===== config.mk =====
export PLATFORM = sky130hd
export DESIGN_NAME = fifo_access_arb
export DESIGN_NICKNAME = d
export VERILOG_FILES = /design/src/rtl/fifo_arb_pkg.sv /design/src/rtl/fifo_access_arb_starve_cnt.sv /design/src/rtl/fifo_access_arb.sv
export SDC_FILE = /design/constraint.sdc
export NUM_CORES = 1
export LEC_CHECK = 0
export ABC_AREA = 1
export CORE_UTILIZATION = 35
export DETAILED_ROUTE_END_ITERATION = 12
export GPL_TIMING_DRIVEN = 1
export PLACE_DENSITY = 0.67
export SYNTH_ARGS = -nofsm -noshare
export SYNTH_HDL_FRONTEND = slang
export SYNTH_SLANG_ARGS = --single-unit

===== constraint.sdc =====
create_clock -name clk -period 1.5 [get_ports clk]
set_clock_uncertainty 0.15 [all_clocks]
set_input_delay 0.3 -clock clk [delete_from_list [all_inputs] [get_ports clk]]
set_output_delay 0.3 -clock clk [all_outputs]
set_load 0.02 [all_outputs]

===== src/rtl/fifo_arb_pkg.sv =====
// Shared types and constants for the FIFO access arbiter.
//   arb_state_t : arbiter FSM state encoding
//   PRIO_WR/RD  : round-robin priority values (which side wins a tie)
package fifo_arb_pkg;

  typedef enum logic [2:0] {
    IDLE,
    WR_ISSUE,
    WR_WAIT,
    RD_ISSUE,
    RD_WAIT,
    DONE
  } arb_state_t;

  localparam logic PRIO_WR = 1'b0;
  localparam logic PRIO_RD = 1'b1;

endpackage


===== src/rtl/fifo_access_arb_starve_cnt.sv =====
// Per-side starvation counter.
//   clk, rst : clock, synchronous active-high reset
//   req      : client request level
//   ack      : completion pulse for that client
//   timeout  : one-cycle pulse in the cycle the count reaches WAIT_MAX
// The count clears whenever the request is low or being acknowledged and
// otherwise saturates at WAIT_MAX, so a request held past the limit
// produces only one pulse.
module starve_cnt #(
  parameter int unsigned WAIT_MAX = 16,
  parameter int unsigned CW       = $clog2(WAIT_MAX + 1)
) (
  input  logic clk,
  input  logic rst,
  input  logic req,
  input  logic ack,
  output logic timeout
);

  localparam logic [CW-1:0] CNT_MAX = CW'(WAIT_MAX);
  localparam logic [CW-1:0] CNT_PRE = CW'(WAIT_MAX - 1);

  logic [CW-1:0] cnt_q, cnt_d;
  logic          timeout_q, timeout_d;

  always_comb begin
    cnt_d     = cnt_q;
    timeout_d = 1'b0;
    if (!req || ack) begin
      cnt_d = '0;
    end else if (cnt_q != CNT_MAX) begin
      cnt_d     = cnt_q + CW'(1);
      // Registered so the pulse lines up with the cycle holding WAIT_MAX.
      timeout_d = (cnt_q == CNT_PRE);
    end
  end

  always_ff @(posedge clk) begin
    if (rst) begin
      cnt_q     <= '0;
      timeout_q <= 1'b0;
    end else begin
      cnt_q     <= cnt_d;
      timeout_q <= timeout_d;
    end
  end

  assign timeout = timeout_q;

endmodule


===== src/rtl/fifo_access_arb.sv =====
// Arbiter in front of the FIFO pointer controller.
//   clk, rst            : clock, synchronous active-high reset
//   wr_req, rd_req      : client request levels, held until the matching ack
//   full, emp           : controller status flags
//   wr_en, rd_en        : controller feedback (operation performed last edge)
//   wr, rd              : one-cycle strobes to the controller, never together
//   wr_ack, rd_ack      : one-cycle completion pulses to the clients
//   wr_timeout, rd_timeout : starvation pulses after WAIT_MAX pending cycles
//   busy                : high whenever the FSM is not in IDLE
// Each operation walks ISSUE -> WAIT -> DONE -> IDLE; a refusal in WAIT
// returns to IDLE without an ack and without moving the priority.
module fifo_access_arb
  import fifo_arb_pkg::*;
#(
  parameter int unsigned WAIT_MAX = 16,
  parameter int unsigned CW       = $clog2(WAIT_MAX + 1)
) (
  input  logic clk,
  input  logic rst,
  input  logic wr_req,
  input  logic rd_req,
  input  logic full,
  input  logic emp,
  input  logic wr_en,
  input  logic rd_en,
  output logic wr,
  output logic rd,
  output logic wr_ack,
  output logic rd_ack,
  output logic wr_timeout,
  output logic rd_timeout,
  output logic busy
);

  arb_state_t state_q, state_d;
  logic       prio_q, prio_d;
  logic       op_is_wr_q, op_is_wr_d;
  logic       wr_q, wr_d, rd_q, rd_d;
  logic       wr_ack_q, wr_ack_d, rd_ack_q, rd_ack_d;
  logic       busy_q, busy_d;
  logic       ew, er;

  assign ew = wr_req & ~full;
  assign er = rd_req & ~emp;

  always_comb begin
    state_d    = state_q;
    prio_d     = prio_q;
    op_is_wr_d = op_is_wr_q;
    // wr_en/rd_en are only looked at in the WAIT states, so X feedback
    // from an unreset controller cannot leak into the FSM.
    unique case (state_q)
      IDLE: begin
        if (ew && (!er || prio_q == PRIO_WR)) state_d = WR_ISSUE;
        else if (er)                          state_d = RD_ISSUE;
      end
      WR_ISSUE: state_d = WR_WAIT;
      WR_WAIT: begin
        if (wr_en) begin
          state_d    = DONE;
          op_is_wr_d = 1'b1;
          prio_d     = PRIO_RD;
        end else begin
          state_d = IDLE;
        end
      end
      RD_ISSUE: state_d = RD_WAIT;
      RD_WAIT: begin
        if (rd_en) begin
          state_d    = DONE;
          op_is_wr_d = 1'b0;
          prio_d     = PRIO_WR;
        end else begin
          state_d = IDLE;
        end
      end
      DONE:    state_d = IDLE;
      default: state_d = IDLE;
    endcase

    // Outputs are registered decodes of the next state, which makes them
    // identical to decoding the state register one cycle later.
    wr_d     = (state_d == WR_ISSUE);
    rd_d     = (state_d == RD_ISSUE);
    wr_ack_d = (state_d == DONE) &&  op_is_wr_d;
    rd_ack_d = (state_d == DONE) && !op_is_wr_d;
    busy_d   = (state_d != IDLE);
  end

  always_ff @(posedge clk) begin
    if (rst) begin
      state_q    <= IDLE;
      prio_q     <= PRIO_WR;
      op_is_wr_q <= 1'b0;
      wr_q       <= 1'b0;
      rd_q       <= 1'b0;
      wr_ack_q   <= 1'b0;
      rd_ack_q   <= 1'b0;
      busy_q     <= 1'b0;
    end else begin
      state_q    <= state_d;
      prio_q     <= prio_d;
      op_is_wr_q <= op_is_wr_d;
      wr_q       <= wr_d;
      rd_q       <= rd_d;
      wr_ack_q   <= wr_ack_d;
      rd_ack_q   <= rd_ack_d;
      busy_q     <= busy_d;
    end
  end

  assign wr     = wr_q;
  assign rd     = rd_q;
  assign wr_ack = wr_ack_q;
  assign rd_ack = rd_ack_q;
  assign busy   = busy_q;

  starve_cnt #(.WAIT_MAX(WAIT_MAX), .CW(CW)) u_wr_starve (
    .clk     (clk),
    .rst     (rst),
    .req     (wr_req),
    .ack     (wr_ack_q),
    .timeout (wr_timeout)
  );

  starve_cnt #(.WAIT_MAX(WAIT_MAX), .CW(CW)) u_rd_starve (
    .clk     (clk),
    .rst     (rst),
    .req     (rd_req),
    .ack     (rd_ack_q),
    .timeout (rd_timeout)
  );

endmodule


# ---- Word level (Yosys, flattened, before mapping)
# Index checks and enable logic that the tools add are counted.
dict set report totals {
  mem_bits_rw 0
  output_inout_bits 7
  mem_count 0
  mem_bits_ro 0
  latchBits 0
  in_bits 8
  word_cells 63
  reg_bits 22
}
dict set report classes {
  eq_ne 13
  add_sub_neg 2
  muxes 11
  reduce_logical 18
  n_div 0
  order_cmp 0
  shift 0
  multipliers 0
  n_bitwise 7
}
# cell count
set ops {}
lappend ops {{$pmux W3 S5} 1}
lappend ops {{$mux W3} 4}
lappend ops {{$add A5 B1 Y5 const B} 2}
lappend ops {{$eq A5 B4 Y1 const B} 2}
lappend ops {{$ne A5 B5 Y1 const B} 2}
lappend ops {{$eq A3 B2 Y1 const B} 3}
lappend ops {{$eq A3 B1 Y1 const B} 2}
lappend ops {{$eq A3 B3 Y1 const B} 2}
lappend ops {{$reduce_or A3 Y1} 2}
lappend ops {{$not A1 Y1} 5}
lappend ops {{$logic_not A1 Y1} 4}
lappend ops {{$mux W1} 4}
lappend ops {{$ne A2 B2 Y1 const B} 2}
lappend ops {{$pmux W1 S2} 2}
lappend ops {{$reduce_or A2 Y1} 2}
lappend ops {{$logic_and A1 B1 Y1} 3}
lappend ops {{$logic_not A3 Y1} 1}
lappend ops {{$logic_or A1 B1 Y1} 3}
lappend ops {{$reduce_and A3 Y1} 1}
lappend ops {{$reduce_bool A3 Y1} 1}
lappend ops {{$and A1 B1 Y1} 2}
lappend ops {{$reduce_bool A2 Y1} 1}

# ---- Depth between registers and ports, before layout
dict set report depth {
  word_depth 9
  mapped_depth 8
  mapped_depth_nobuf 8
}

# ---- By module
# From an unflattened synthesis, not the netlist that was laid out.
dict set report hier_totals {
  cells_unflattened 142
  hier_area_um2 1032.2
}
# mod area_per_inst_um2 instances seq_area_each_um2 cells_per_inst
set modules_own_cells {}
lappend modules_own_cells {starve_cnt 315.3 2 120.1 43}
lappend modules_own_cells {fifo_access_arb 401.6 1 180.2 56}

# ---- Least setup slack after synthesis
# No wires, ideal clock.
dict set report synth_path {
  path_kind {register -> register}
  start {register u_rd_starve.cnt_q[0]}
  end {register u_rd_starve.cnt_q[4]}
  path_buffers 0
  t_arrival_ns 1.006
  slack_ns 0.274
  setup_ns 0.070
  synth_period_minus_slack_ns 1.226
  t_required_ns 1.280
  path_stages_with_launch 6
  path_cell_list {dfxtp_1 ha_1 nand2_1 nor2_1 ha_1 a21oi_1}
}
dict set report synth_via {
  elab_chain_len 1
  elab_cells_between_ends 2
  cone_classes {add/sub: 1; eq/ne: 1}
}
# element line
set synth_rtl {}
lappend synth_rtl {{start: declaration} fifo_access_arb_starve_cnt.sv:23} ;# logic [CW-1:0] cnt_q, cnt_d;
lappend synth_rtl {{start signal: assignment} fifo_access_arb_starve_cnt.sv:43} ;# cnt_q <= cnt_d;
lappend synth_rtl {{$add A5 B1 Y5 / $ne A5 B5 Y1 (equally long branches)} {fifo_access_arb_starve_cnt.sv:32, fifo_access_arb_starve_cnt.sv:31}}
# Several ways; a longest one is shown, not always the timed one.
# A chain may end at the register's enable or synchronous reset.

# ---- Worst setup path in the final report
dict set report layout_path {
  start {register rd_ack_q (netlist: rd_ack)}
  end {output port rd_ack}
}
# element line
set layout_lines {}
lappend layout_lines {{start: declaration} fifo_access_arb.sv:39} ;# logic wr_ack_q, wr_ack_d, rd_ack_q, rd_ack_d;
lappend layout_lines {{start signal: assignment} fifo_access_arb.sv:107} ;# rd_ack_q <= rd_ack_d;
lappend layout_lines {{end: declaration} fifo_access_arb.sv:29} ;# output logic rd_ack,
# No word-level cell between the ends.

==> metrics <==
Top delay family on crit path=flip-flops; CP startpoint kind=register; Slew @ Worst Pin=0.307 ns; CTS max path bufs=2; minimum clock period=1.42 ns; core area=0.00252 mm^2; Worst-path clk slew=0.11 ns; die area=0.00293 mm^2; TNS Setup=0 ns; Avg WL per Cell=9.55 um; Post-CTS Resized=7; Final GP Congestion=~0.75; Worst Path Buf+Inv=1; RR Startpoint=u_wr_starve.cnt_q[0]; share of layout cells above drive strength 1=0.132; Buffers on Ports=14; H-tree lvl count=1; Top FF cell, synth=dfxtp_1; Hold Crit Class=register to register; reg2reg end=u_wr_starve.cnt_q[4]; Peak Freq=704 MHz; peak per-stage delay on the critical path=0.34 ns; final hold vios=0; Worst Path Max Fanout=2; Routed Antenna Nets=0; EDFF count, synth=0; final core occ=0.468; critical path's slowest cell=dfxtp_1; Worst setup EP type=primary output; vias in the first global route=768; nets@finish=159; 1st-iter DRT viols=9; die height=roughly 54 um; # diodes=0; RSZ-0062 raised after global routing=false; Mapped Nets=135; Lkg Pwr=0.528 nW; worst reg2reg path depth=5; CTS tree=built; Via Count=806; Routed WL=1.66 mm; num ports=15; fill count=between 200 and 300; CP Cell Sequence=dlygate4sd2_1; CP Launch Point=rd_ack; Netlist Area Pre-Place=950 um^2; CTS Buf Count=3; Max Cap Viol=0; Synth Area per Inst=7.85 um^2; Root Buffer=clkbuf_4; initial antenna violation count=0; Worst Setup EP=rd_ack; Post-route DRC=0; Worst-Skew Late Latency=0.31 ns; Cell Rows=18; dpl hpwl=~1.3 mm; drt pass-1 iters=4; hold_ws=0.318 ns; GR Overflow Total=0; Yosys cell types=17; GRT Resource Usage Total=0.142; Die Wd=54.1 um; via/cell ratio=roughly 4.6; total power=1.02 mW; Max Transition Viols Final=0; critical path class=register to primary output; synth warn=0; hold_buf cts=0; Peak VDD IR=0.000562 V; reg-to-reg setup timing slack=between 0.1 and 0.15 ns; Initial Utilization=0.376; clock tree sinks=21; Final period util=0.947; Post-CTS Setup Bufs=0; Rel. slew slack=0.795; Seq/Total Area, Yosys=0.443; stages on the worst setup path=1; largest net degree at the start of global routing=13; status=finished clean; Arr. time, crit path=0.97 ns; final setup margin=0.0794 ns; Synth async-reset ratio=0; Yosys reg bits=21; synthesized instance count=121; area grow syn2layout=24.4%; Power per Cell Area=864 mW/mm^2; Setup violations, final=0; WP data required=around 1.1 ns; pre-CTS WS=-0.132 ns; first-pass GRT wire length=about 2.9 mm
## power by group
group / switching, mW / total, mW / internal (mW)
Sequential: 0.0145 / 0.596 / 0.581
Clock: 0.172 / 0.271 / 0.0995
Combinational: 0.0856 / 0.153 / 0.0676
## cell families (layout without fill, tap and decap cells)
family / after synthesis / after routing / synth area share
XOR/XNOR: 2 / 2 / 0.0184
AND/OR/NAND/NOR: 58 / 58 / 0.303
flip-flops: 21 / 21 / 0.443
AO/OA/AOI/OAI: 11 / 11 / 0.0580
buffers and inverters: 23 / 46 / 0.0988
adder cells (fa/ha/maj): 6 / 6 / 0.0790
## per-stage QoR
stage | instance area, um^2 | instances
2_1_floorplan | 950 | 121
3_3_place_gp | 1160 | 170
3_5_place_dp | 1160 | 170
4_1_cts | 1180 | 174
5_1_grt | 1180 | 174
6_report | 1180 | 174
## worst min path at each step
stage	startpoint	endpoint	slack [ns]	cells after the start
2_1_floorplan	prio_q	prio_q	0.29	2
5_1_grt	prio_q	prio_q	0.34	2
6_report	prio_q	prio_q	0.32	2
3_3_place_gp	prio_q	prio_q	0.30	2
4_1_cts	prio_q	prio_q	0.32	2
3_5_place_dp	prio_q	prio_q	0.30	2
## state kept, by name, summed over array words and instances, names as in the netlist
register and cells:
prio_q 1, rd_ack 1, wr_ack 1, busy 1, u_rd_starve.timeout 1, rd 1
state_q 3, u_rd_starve.cnt_q 5, wr 1, u_wr_starve.cnt_q 5, u_wr_starve.timeout 1
## cells in the final DEF (no fill, tap or decap), drive strengths merged, types with 3 or more instances in the layout
cell type / instances
a21oi: 8
buf: 6
clkbuf: 3
clkdlybuf4s50: 7
dfxtp: 21
dlygate4sd2: 6
ha: 6
inv: 22
nand2: 22
nand3: 7
nor2: 22
nor3: 3
o21ai: 3
## synth_stat cells, types with 2 or more instances
| cell type | n | area (um^2) |
|---|---|---|
| xor2_1 | 2 | 17.5 |
| dfxtp_1 | 21 | 420 |
| o21ai_1 | 2 | 10.0 |
| nand2_2 | 4 | 25.0 |
| nand2_1 | 18 | 67.6 |
| nor3_4 | 2 | 32.5 |
| nand3_1 | 7 | 35.0 |
| nor3b_2 | 2 | 25.0 |
| inv_1 | 22 | 82.6 |
| a21oi_1 | 8 | 40.0 |
| nand4_1 | 2 | 12.5 |
| nor2_1 | 21 | 78.8 |
| ha_1 | 6 | 75.1 |
## layout make-up
class	instances	area, um^2	area share
multi-input combinational	77	435	0.369
timing repair buffer	20	178	0.150
clock buffer	3	22.5	0.0191
clock inverter	1	5.00	0.00424
sequential	21	420	0.356
inverter	22	82.6	0.0699
tap	30	37.5	0.0318
## metal layers
metal / track usage / wire (um) / part of all wire / vias up
met5: 0 / 0 / 0 / -
met4: 0.0897 / 42 / 0.025 / 0
met3: 0.0339 / 57 / 0.034 / 5
met2: 0.237 / 829 / 0.50 / 14
met1: 0.162 / 730 / 0.44 / 366
li1: - / - / - / 421
Note: power is estimated with default switching activity, not from simulation.
